<file path="config.mk">
export PLATFORM = sky130hd
export DESIGN_NAME = icache_ro_dm
export DESIGN_NICKNAME = d
export VERILOG_FILES = /design/src/rtl/icache_ro_dm.sv
export SDC_FILE = /design/constraint.sdc
export NUM_CORES = 1
export LEC_CHECK = 0
export ABC_AREA = 1
export BUFFER_PORTS_ARGS = -buffer_cell sky130_fd_sc_hd__buf_4
export CORE_UTILIZATION = 30
export DETAILED_ROUTE_END_ITERATION = 12
export PLACE_DENSITY_LB_ADDON = 0.12
export SYNTH_ARGS = -nofsm -noshare
export SYNTH_HDL_FRONTEND = slang
export SYNTH_SLANG_ARGS = --single-unit
</file>
<file path="constraint.sdc">
create_clock -name clk -period 12.16 [get_ports clk]
set_input_delay 1.216 -clock clk [delete_from_list [all_inputs] [get_ports clk]]
set_output_delay 1.216 -clock clk [all_outputs]
set_load 0.02 [all_outputs]
</file>
<file path="src/rtl/icache_ro_dm.sv">
// icache_ro_dm: direct-mapped, read-only instruction cache.
// Hits return data combinationally in the same cycle. A miss stalls the fetch
// stage while the whole 128-bit line is fetched from instruction memory.
// Optional build macro ICACHE_PERF_CNT_EN adds the hit_cnt/miss_cnt outputs.
module icache_ro_dm #(
  parameter int NUM_BLOCKS = 8,
  parameter int IDX_W      = 3,
  parameter int TAG_W      = 28 - IDX_W
) (
  input  logic         clk,
  input  logic         rst_n,
  input  logic         proc_read,
  input  logic         proc_write,
  input  logic [29:0]  proc_addr,
  input  logic [31:0]  proc_wdata,
  output logic         proc_stall,
  output logic [31:0]  proc_rdata,
  output logic         mem_read,
  output logic         mem_write,
  output logic [27:0]  mem_addr,
  output logic [127:0] mem_wdata,
  input  logic [127:0] mem_rdata,
  input  logic         mem_ready
`ifdef ICACHE_PERF_CNT_EN
  ,
  output logic [31:0]  hit_cnt,
  output logic [31:0]  miss_cnt
`endif
);

  typedef enum logic [0:0] {IDLE, ALLOC} state_e;

  state_e                 state_q, state_d;
  logic [NUM_BLOCKS-1:0]  valid_q, valid_d;
  logic [27:0]            miss_q, miss_d;
  logic [TAG_W-1:0]       tag_q  [NUM_BLOCKS];
  logic [127:0]           data_q [NUM_BLOCKS];

  logic [IDX_W-1:0]       idx, miss_idx;
  logic [TAG_W-1:0]       tag, miss_tag;
  logic [1:0]             off;
  logic                   hit, fill_en, hit_evt, miss_evt;

  // The cache never writes; these inputs are intentionally dropped.
  logic unused_inputs;
  assign unused_inputs = ^{proc_write, proc_wdata};

  assign idx      = proc_addr[IDX_W+1:2];
  assign tag      = proc_addr[29:IDX_W+2];
  assign off      = proc_addr[1:0];
  assign miss_idx = miss_q[IDX_W-1:0];
  assign miss_tag = miss_q[27:IDX_W];
  assign hit      = valid_q[idx] && (tag_q[idx] == tag);

  assign mem_write = 1'b0;
  assign mem_wdata = '0;
  assign mem_addr  = miss_q;

  // Next-state and handshake outputs; ALLOC ignores proc_* entirely.
  always_comb begin
    state_d    = state_q;
    valid_d    = valid_q;
    miss_d     = miss_q;
    fill_en    = 1'b0;
    hit_evt    = 1'b0;
    miss_evt   = 1'b0;
    proc_stall = 1'b0;
    proc_rdata = '0;
    mem_read   = 1'b0;
    case (state_q)
      IDLE: begin
        if (proc_read) begin
          if (hit) begin
            proc_rdata = data_q[idx][{off, 5'b0} +: 32];
            hit_evt    = 1'b1;
          end else begin
            proc_stall = 1'b1;
            miss_d     = proc_addr[29:2];
            miss_evt   = 1'b1;
            state_d    = ALLOC;
          end
        end
      end
      ALLOC: begin
        proc_stall = 1'b1;
        mem_read   = 1'b1;
        if (mem_ready) begin
          fill_en           = 1'b1;
          valid_d[miss_idx] = 1'b1;
          state_d           = IDLE;
        end
      end
      default: state_d = IDLE;
    endcase
  end

  // Control state: FSM, valid bits and the latched miss line address.
  always_ff @(posedge clk or negedge rst_n) begin
    if (!rst_n) begin
      state_q <= IDLE;
      valid_q <= '0;
      miss_q  <= '0;
    end else begin
      state_q <= state_d;
      valid_q <= valid_d;
      miss_q  <= miss_d;
    end
  end

  // Tag/data arrays need no reset; valid bits gate their use.
  always_ff @(posedge clk) begin
    if (fill_en) begin
      tag_q[miss_idx]  <= miss_tag;
      data_q[miss_idx] <= mem_rdata;
    end
  end

`ifdef ICACHE_PERF_CNT_EN
  logic [31:0] hit_cnt_q, hit_cnt_d, miss_cnt_q, miss_cnt_d;

  // Counters wrap naturally at 2^32.
  always_comb begin
    hit_cnt_d  = hit_cnt_q  + {31'd0, hit_evt};
    miss_cnt_d = miss_cnt_q + {31'd0, miss_evt};
  end

  // Performance counter registers.
  always_ff @(posedge clk or negedge rst_n) begin
    if (!rst_n) begin
      hit_cnt_q  <= '0;
      miss_cnt_q <= '0;
    end else begin
      hit_cnt_q  <= hit_cnt_d;
      miss_cnt_q <= miss_cnt_d;
    end
  end

  assign hit_cnt  = hit_cnt_q;
  assign miss_cnt = miss_cnt_q;
`else
  logic unused_evts;
  assign unused_evts = hit_evt ^ miss_evt;
`endif

endmodule

</file>
# After elaboration in Yosys (flattened, before gate mapping)
# Memories as Yosys holds them, arrays and structs flattened.
# Index checks and enable logic that the tools add are counted.
[word_totals]
latchBits = 0
input_bits = 195
ram_bits = 1224
memories = 2
ff_bits = 37
mem_bits_ro = 0
output_inout_bits = 191
wordCells = 34
[mem_list]
columns = ["memory", "words", "width", "read_ports", "rd_ports_with_merged_regs", "write_ports", "line", "source"]
rows = [
  ["data_q", 8, 128, 1, 0, 1, "37", "logic [127:0] data_q [NUM_BLOCKS];"],
  ["tag_q", 8, 25, 1, 0, 1, "36", "logic [TAG_W-1:0] tag_q [NUM_BLOCKS];"],
]
[classes]
n_addsub = 0
n_mul = 0
shifts = 1
eq_ne = 1
order_cmp = 3
bitwise_logic = 3
n_reduce_logical = 4
div_mod_pow = 0
n_mux = 17
[ops]
columns = ["cell", "count"]
rows = [
  ["128-bit by 8-bit variable part select with 32-bit output", 1],
  ["32-bit 2-to-1 mux", 3],
  ["25-bit == test", 1],
  ["1-bit 2-to-1 mux", 10],
  ["3-bit by 4-bit less-than comparator with 1-bit output (second input constant)", 2],
  ["8-bit OR", 1],
  ["1-bit one-hot mux with 2 select lines", 2],
  ["1-bit binary-select mux with 3-bit select", 1],
  ["1-bit demux with 3-bit select", 1],
  ["3-bit by 1-bit greater-or-equal comparator with 1-bit output (second input constant)", 1],
  ["3-bit AND reduction", 1],
  ["1-bit logical AND", 2],
  ["1-bit inverter", 2],
  ["2-bit AND reduction", 1],
]

# Logic depth before layout (Yosys ltp)
# Gate-level depths: netlist (run 1).
[depth]
word_depth = 6
mapped_depth = 20

# Worst setup path before layout (run 1)
# Ideal clock, no wire load.
[synth_timing]
kind = "input port to flip-flop"
start = "input mem_ready"
end = "register valid_q[0]"
path_buffers = 0
arrival_ns = 8.428
setup_ns = 0.106
path_slack_ns = 3.626
cell_stages = 3
path_cell_list = "nand3b_1 nor2_1 or2_2"
[synth_between]
elab_chain_len = 1
[synth_lines]
columns = ["item", "line", "source"]
rows = [
  ["start: declaration", "23", "input logic mem_ready"],
  ["2-bit AND reduction (no line)", "--", ""],
  ["end signal: assignment", "105", "valid_q <= valid_d;"],
  ["end: declaration", "34", "logic [NUM_BLOCKS-1:0] valid_q, valid_d;"],
]
# No other way between the ends.
# A chain may end at the register's enable or synchronous reset.

# Final worst setup path (run 1)
[layout_timing]
start = "input proc_addr[2]"
end = "output proc_rdata[3]"
[layout_between]
elab_chain_len = 6
elab_cells_between_ends = 10
classes_between = "1 x eq/ne; 1 x shift; 5 x mux; 1 x reduce/logical; 2 x memory"
[layout_lines]
columns = ["item", "line", "source"]
rows = [
  ["start: declaration", "14", "input logic [29:0] proc_addr,"],
  ["parallel branches: the longest is 3 deep, another holds memory read 8 x 128 bit", "--", ""],
  ["32-bit 2-to-1 mux (*)", "73", "if (hit) begin"],
  ["32-bit 2-to-1 mux (*)", "72", "if (proc_read) begin"],
  ["32-bit 2-to-1 mux (*)", "70", "case (state_q)"],
  ["end: declaration", "17", "output logic [31:0] proc_rdata,"],
]
# Mark *: on every way between the ends. The select of a mux whose other input is x is not followed.

==> summary.md, run 1 <==
| Metric | Value |
|---|---|
| Status | complete, no violations |
| R2R depth | 4 |
| Crit end category | output pin |
| Crit share post-route | 0.6085 |
| CTS tree | built |
| Sequential area share after synthesis | 0.7262 |
| CP delay by family, top | simple AND/OR/NAND/NOR gates |
| Synthesized flop and latch total | ~1300 |
| Cell Rows | 152 |
| Mapped cell area | 51880 um^2 |
| R2r endpoint | data_q[3][16]$_DFFE_PP_ |
| Wire length on met2 | ~76000 um |
| First-pass DRT Iterations | 5 |
| Nature of the critical path startpoint | primary input |
| Post-place setup slack | 4.612 ns |
| Leak | about 22 nW |
| Total negative slack | 0 ns |
| Total core area | ~170000 um^2 |
| Most common cell in the netlist | nand2_1 |
| Grt total ovfl | 0 |
| Final WL | around 160000 um |
| Top-area cell type share of the netlist area | 0.7084 |
| Reg2Reg Setup Slack | 8.15 ns |
| Unrepaired setup endpoints after global routing | false |
| Power per cell area | about 170 nW/um^2 |
| Mapped Avg Cell Area | about 12 um^2 |
| P&R area growth vs syn | 15.35% |
| Clock skew | around 0.044 ns |
| Cells along the critical path | buf_8 -> buf_4 -> buf_4 -> nor2_1 -> nor2_1 -> o21ai_1 -> nand3_1 -> nand2_1 -> nand2_1 -> nand4_1 -> nor2_1 -> nand3_2 -> nor3_1 -> buf_4 |
| Share of cells above drive strength 1 | 0.1054 |
| Die X | ~420 um |
| Vias per inst | approximately 4.8 |
| Full die area | 174600 um^2 |
| Final Hold Slack | approximately 0.44 ns |
| Most frequent cells after synthesis | 1256 x nand2_1, 1224 x edfxtp_1, 566 x nand3_1, 341 x a21oi_1, 170 x a22oi_1 |
| Final nets | 4672 |
| Post-CTS Repair Setup Buffers | 0 |
| Clk_lat worst skew | around 0.80 ns |
| Vias in the first global route | between 30000 and 40000 |
| Critical path required time | 10.94 ns |
| Max frequency | about 0.14 GHz |
| Clock-pin slew on the worst setup and hold paths | 0.06 ns |
| Detailed Route Iter0 Violations | between 2000 and 2500 |
| Synth warnings | 0 |
| Gpl congestion | around 0.76 |
| CTS root buffer | clkbuf_16 |
| Yosys top cell by area | edfxtp_1 |
| Final setup viols | 0 |
| Main area contributors after synthesis | edfxtp_1 71%, nand2_1 9.1%, nand3_1 5.5% |
| DRC errors left | 0 |
| Max Transition Viols Final | 0 |
| GR Util All Layers | 0.1857 |
| DR WL met3 | ~7500 um |
| Final Hold Viols | 0 |
| Total power | a little over 10 mW |
| H-tree Lvls | 4 |
| IO buf count | about 220 |
| Synth async-reset ratio | 0.02934 |
| Routed Antenna Nets | 0 |
| Crit path max fanout | approximately 70 |
| Setup CP Type | in2out |
| R2R Path Start | state_q$_DFF_PN0_ |
| Crit. path cell count | 14 |
| Initial antenna violation count | 25 |
| Worst slew pin tran | between 1 and 1.5 ns |
| Number of clock sinks | about 1300 |
| Critical path arrival | about 6.2 ns |
| DRT met1 WL | between 70000 and 80000 um |
| Slowest cell on the critical path | nor3_1 |
| Max layer used | met5 |
| Worst path max stage delay | ~1.1 ns |
| Mapped Cells | 4327 |
| Synth unique cells | 22 |
| Final worst slack | 4.761 ns |
| Vias | between 30000 and 40000 |
| WL/cell | approximately 24 um |
| Final HPWL DP | 87200 um |
| Inserted Clock Buffers | around 150 |
| Clock Path Buffers | 3 |
| PostCTS Resize Cnt | 0 |
| First-pass GRT wire length | 235000 um |
| Number of buffers and inverters on the critical path | 4 |
| Largest net degree at the start of global routing | around 170 |
| Worst hold path class | in2async |
| Hold buffer count at cts | 0 |
| Max-Cap Viols | 0 |
| Min Clock Period, post-route | 7.399 ns |
| Die height | roughly 420 um |
| Post-synth EDFFs | roughly 1200 |
| Worst vdd ir | about 120 uV |
| Top_reg_cell synth | edfxtp_1 |
| Io pins | between 300 and 400 |
| Starting Density | 0.3021 |
| Max_slew headroom | 0.2716 |
## where the power goes
part           internal, mW  switching (mW)  leakage, nW  total (mW)
clock                  2.37            1.81         2.19        4.18
combinational         0.219           0.631         7.84       0.851
sequential             4.98          0.0882         11.5        5.07
## flip-flops by register name, indices dropped and copies added, names as in the netlist
signal,flops
mem_addr,28
valid_q,8
state_q,1
data_q,1024
tag_q,200
## through the flow
stage / instance area [um^2] / std cells / utilization
floorplan: 52370 / 4455 / -
global placement: 55320 / 6638 / 0.3221
detailed placement: 55320 / 6638 / 0.3221
CTS: 59830 / 6900 / 0.3484
global route: 59840 / 6905 / 0.3485
finish: 59850 / 6908 / 0.3485
## final cells by class
type	count	area [um^2]
Fill cell	17020	111900
Tap cell	2310	2890
Clock buffer	193	3966
Inverter	88	354.1
Multi-Input combinational cell	2701	12190
Clock inverter	69	541.8
Sequential cell	1261	37680
Antenna cell	8	20.02
Timing Repair Buffer	278	2208
## how the worst max path moves through the flow
stage / slack, ns / end / startpoint
global route: 4.48 / proc_rdata[3] / proc_addr[2]
floorplan: 3.63 / valid_q[0]$_DFFE_PN0P_ / mem_ready
finish: 4.76 / proc_rdata[3] / proc_addr[2]
detailed placement: 4.61 / proc_rdata[3] / proc_addr[2]
CTS: 4.60 / proc_rdata[3] / proc_addr[2]
global placement: 4.62 / proc_rdata[3] / proc_addr[2]
## per-layer routing
layer | vias to the layer above | global-route usage
met5 | - | 0
met4 | 18 | 0.07388
met3 | 244 | 0.03280
met2 | 751 | 0.2943
met1 | 16650 | 0.2518
li1 | 15470 | -
## cell families after synthesis
family / after synthesis / share of synthesized area
buffers and inverters: 493 / 0.04953
other: 1 / 0.00007228
flip-flops: 1261 / 0.7262
AO/OA/AOI/OAI: 556 / 0.06183
AND/OR/NAND/NOR: 2016 / 0.1623
## placed cells by master (no fill, tap or decap), types with 4 or more instances in the layout
cell type,n
nand2_1,1256
edfxtp_1,1224
nand3_1,565
a21oi_1,341
buf_4,267
a22oi_1,170
clkbuf_16,151
conb_1,129
nor2_1,118
inv_1,84
clkbuf_1,39
clkinv_1,37
dfrtp_1,37
nor3_1,33
o21ai_0,24
o21ai_1,21
nand3b_1,16
clkinv_2,15
nand4_1,11
nor2_4,9
diode_2,8
buf_12,8
or2_2,6
inv_16,5
clkbuf_8,4
Note: power is estimated with default switching activity, not from simulation.
==> run 2: changes to the inputs <==
==> constraint.sdc (replaced) <==
create_clock -name clk -period 7.69 [get_ports clk]
set_input_delay 0.769 -clock clk [delete_from_list [all_inputs] [get_ports clk]]
set_output_delay 0.769 -clock clk [all_outputs]
set_load 0.02 [all_outputs]
==> run 2 against run 1 <==
Net effect: utilization grew 0.12 points; critical path type unchanged; largest power group unchanged; highest routed layer unchanged; hold slack worse by 0.23 ns; global-route usage fell by 0.12 points; clock power increased by 61%.
==> summary.md, run 2 (synthesized netlist as in run 1, its figures left out) <==
| Metric | Value |
|---|---|
| Status | complete, no violations |
| Design Area, Final | between 60000 and 70000 um^2 |
| IO buf count | 223 |
| Gpl congestion | between 0.7 and 0.8 |
| CTS root buffer | clkbuf_16 |
| First-pass GRT wire length | ~230000 um |
| Inserted Clock Buffers | about 150 |
| Cell Rows | 152 |
| Largest net degree at the start of global routing | about 160 |
| Final nets | 4667 |
| Final HPWL DP | 84870 um |
| Commonest non-fill, non-tap cell in the layout | nand2_1 |
| GR Util All Layers | 0.1845 |
| Power per cell area | 267.9 nW/um^2 |
| Unrepaired setup endpoints after global routing | false |
| Vias per inst | around 4.8 |
| Die height | ~420 um |
| Initial antenna violation count | 30 |
| Post-CTS Repair Setup Buffers | 0 |
| Worst hold path class | in2reg |
| H-tree Lvls | 4 |
| Total power | around 16 mW |
| Full die area | approximately 170000 um^2 |
| Crit path max fanout | 55 |
| Max_slew headroom | 0.3007 |
| Max reg flops | between 1000 and 1500 |
| Clk_lat worst skew | slightly below 0.8 ns |
| P_sw | around 4 mW |
| Min Clock Period, post-route | just over 5 ns |
| R2R depth | 3 |
| DP Area | approximately 55000 um^2 |
| Clock skew | 0.03042 ns |
| Post-place setup slack | ~2.5 ns |
| Commonest cells after routing, fill and taps aside | 1256 x nand2_1, 1224 x edfxtp_1, 565 x nand3_1, 341 x a21oi_1, 251 x buf_4 |
| Crit end category | output pin |
| Clock-pin slew on the worst setup and hold paths | approximately 0.060 ns |
| Io pins | between 300 and 400 |
| Detailed Route Iter0 Violations | between 2000 and 2500 |
| Internal power | roughly 12 mW |
| Number of clock sinks | roughly 1300 |
| Final core occ | 0.3497 |
| Setup CP Type | in2out |
| Sequential share of power | 0.498 |
| CTS tree | built |
| Fillers | 16970 |
| Total core area | between 150000 and 200000 um^2 |
| Starting Density | 0.3021 |
| Min-Delay Path Depth | 1 |
| Final setup viols | 0 |
| Switch share | 0.2485 |
| Die X | 417.9 um |
| Crit share post-route | 0.6565 |
| Max frequency | just under 0.2 GHz |
| Leak | 21.59 nW |
| WL/cell | around 24 um |
| Nature of the critical path startpoint | primary input |
| Routed Antenna Nets | 0 |
| Final Hold Slack | approximately 0.21 ns |
| Worst vdd ir | around 210 uV |
| Gate power share | 0.085 |
| Critical path arrival | between 4 and 5 ns |
| Critical path required time | roughly 6.9 ns |
| Clock network power share | 0.417 |
| Clock Path Buffers | 3 |
| First-pass DRT Iterations | 7 |
| Grt total ovfl | 0 |
| Final WL | roughly 160000 um |
| P&R area growth vs syn | 15.73% |
| Max-Cap Viols | 0 |
| Final worst slack | 2.641 ns |
| Vias in the first global route | around 32000 |
| Vias | between 30000 and 40000 |
| DRC errors left | 0 |
| Final Hold Viols | 0 |
| Share of cells above drive strength 1 | 0.1057 |
| Biggest register | data_q |
| Worst slew pin tran | around 1.0 ns |
| Max Transition Viols Final | 0 |
## run 2: changes by cell type in the layout (fill, tap and decap cells not counted), moves of 2 or more
cell | previous run | this run
clkbuf_8 | 4 | 6
inv_6 | 3 | 7
bufinv_16 | 3 | 8
clkbuf_16 | 151 | 147
clkinv_8 | 2 | 4
buf_4 | 267 | 251
clkinv_1 | 37 | 34
inv_16 | 5 | 2
buf_12 | 8 | 19
## run 2: power groups by stage
stage          Combinational [mW]  Sequential [mW]  Clock, mW
5_1_grt                      1.50             8.04       7.15
2_1_floorplan               0.762             8.20          0
3_3_place_gp                 1.39             8.16          0
4_1_cts                      1.40             8.02       6.90
6_report                     1.36             8.01       6.71
3_5_place_dp                 1.39             8.16          0
## run 2: repair_timing
action                    4_1_cts  5_1_grt
hold buffers                    1        0
gates resized for setup         0        0
hold endpoints to repair       28        0
## run 2: per-layer routing
layer / vias to the layer above / GRT usage / wire length (um)
met5: - / 0 / 198
met4: 30 / 0.05898 / 4413
met3: 218 / 0.03723 / 7879
met2: 707 / 0.3059 / 78830
met1: 16620 / 0.2410 / 71480
li1: 15460 / - / -
## run 2: worst max-delay path, stage by stage
cell	delay (ns)
buf_8	0.33
buf_4	0.62
buf_4	0.52
nor2_1	0.10
nor2_1	0.10
o21ai_1	0.08
nand3_1	0.09
nand2_1	0.06
nand2_1	0.07
nand4_1	0.11
nor2_1	0.12
nand3_2	0.57
nor3_1	0.44
buf_4	0.20
## run 2: cell type report
| class | count | area (um^2) | share of cell area |
|---|---|---|---|
| flip-flops and latches | 1261 | 37680 | 0.6275 |
| multi-input cells | 2701 | 12190 | 0.2030 |
| clock buffers | 192 | 3897 | 0.06491 |
| well taps | 2310 | 2890 | 0.04813 |
| repair buffers | 274 | 2318 | 0.03861 |
| clock inverters | 74 | 705.7 | 0.01175 |
| inverters | 88 | 350.3 | 0.005834 |
| diodes | 7 | 17.52 | 0.0002917 |
## run 2: through the flow
step | TNS [ns] | std cells
2_1_floorplan | -307.55 | 4455
3_3_place_gp | 0 | 6633
3_5_place_dp | 0 | 6633
4_1_cts | 0 | 6900
5_1_grt | 0 | 6905
6_report | 0 | 6907
## run 2: final timing paths
| path | from | to | slack, ns |
|---|---|---|---|
| min in group asynchronous | rst_n | mem_addr[16]$_DFFE_PN0P_ | 0.58 |
| hold / removal | mem_rdata[30] | data_q[0][30]$_DFFE_PP_ | 0.21 |
| hold reg to reg | valid_q[5]$_DFFE_PN0P_ | valid_q[5]$_DFFE_PN0P_ | 0.47 |
| setup / recovery | proc_addr[2] | proc_rdata[2] | 2.64 |
| setup reg to reg | state_q$_DFF_PN0_ | data_q[0][20]$_DFFE_PP_ | 4.48 |
| max in group asynchronous | rst_n | mem_addr[6]$_DFFE_PN0P_ | 6.63 |
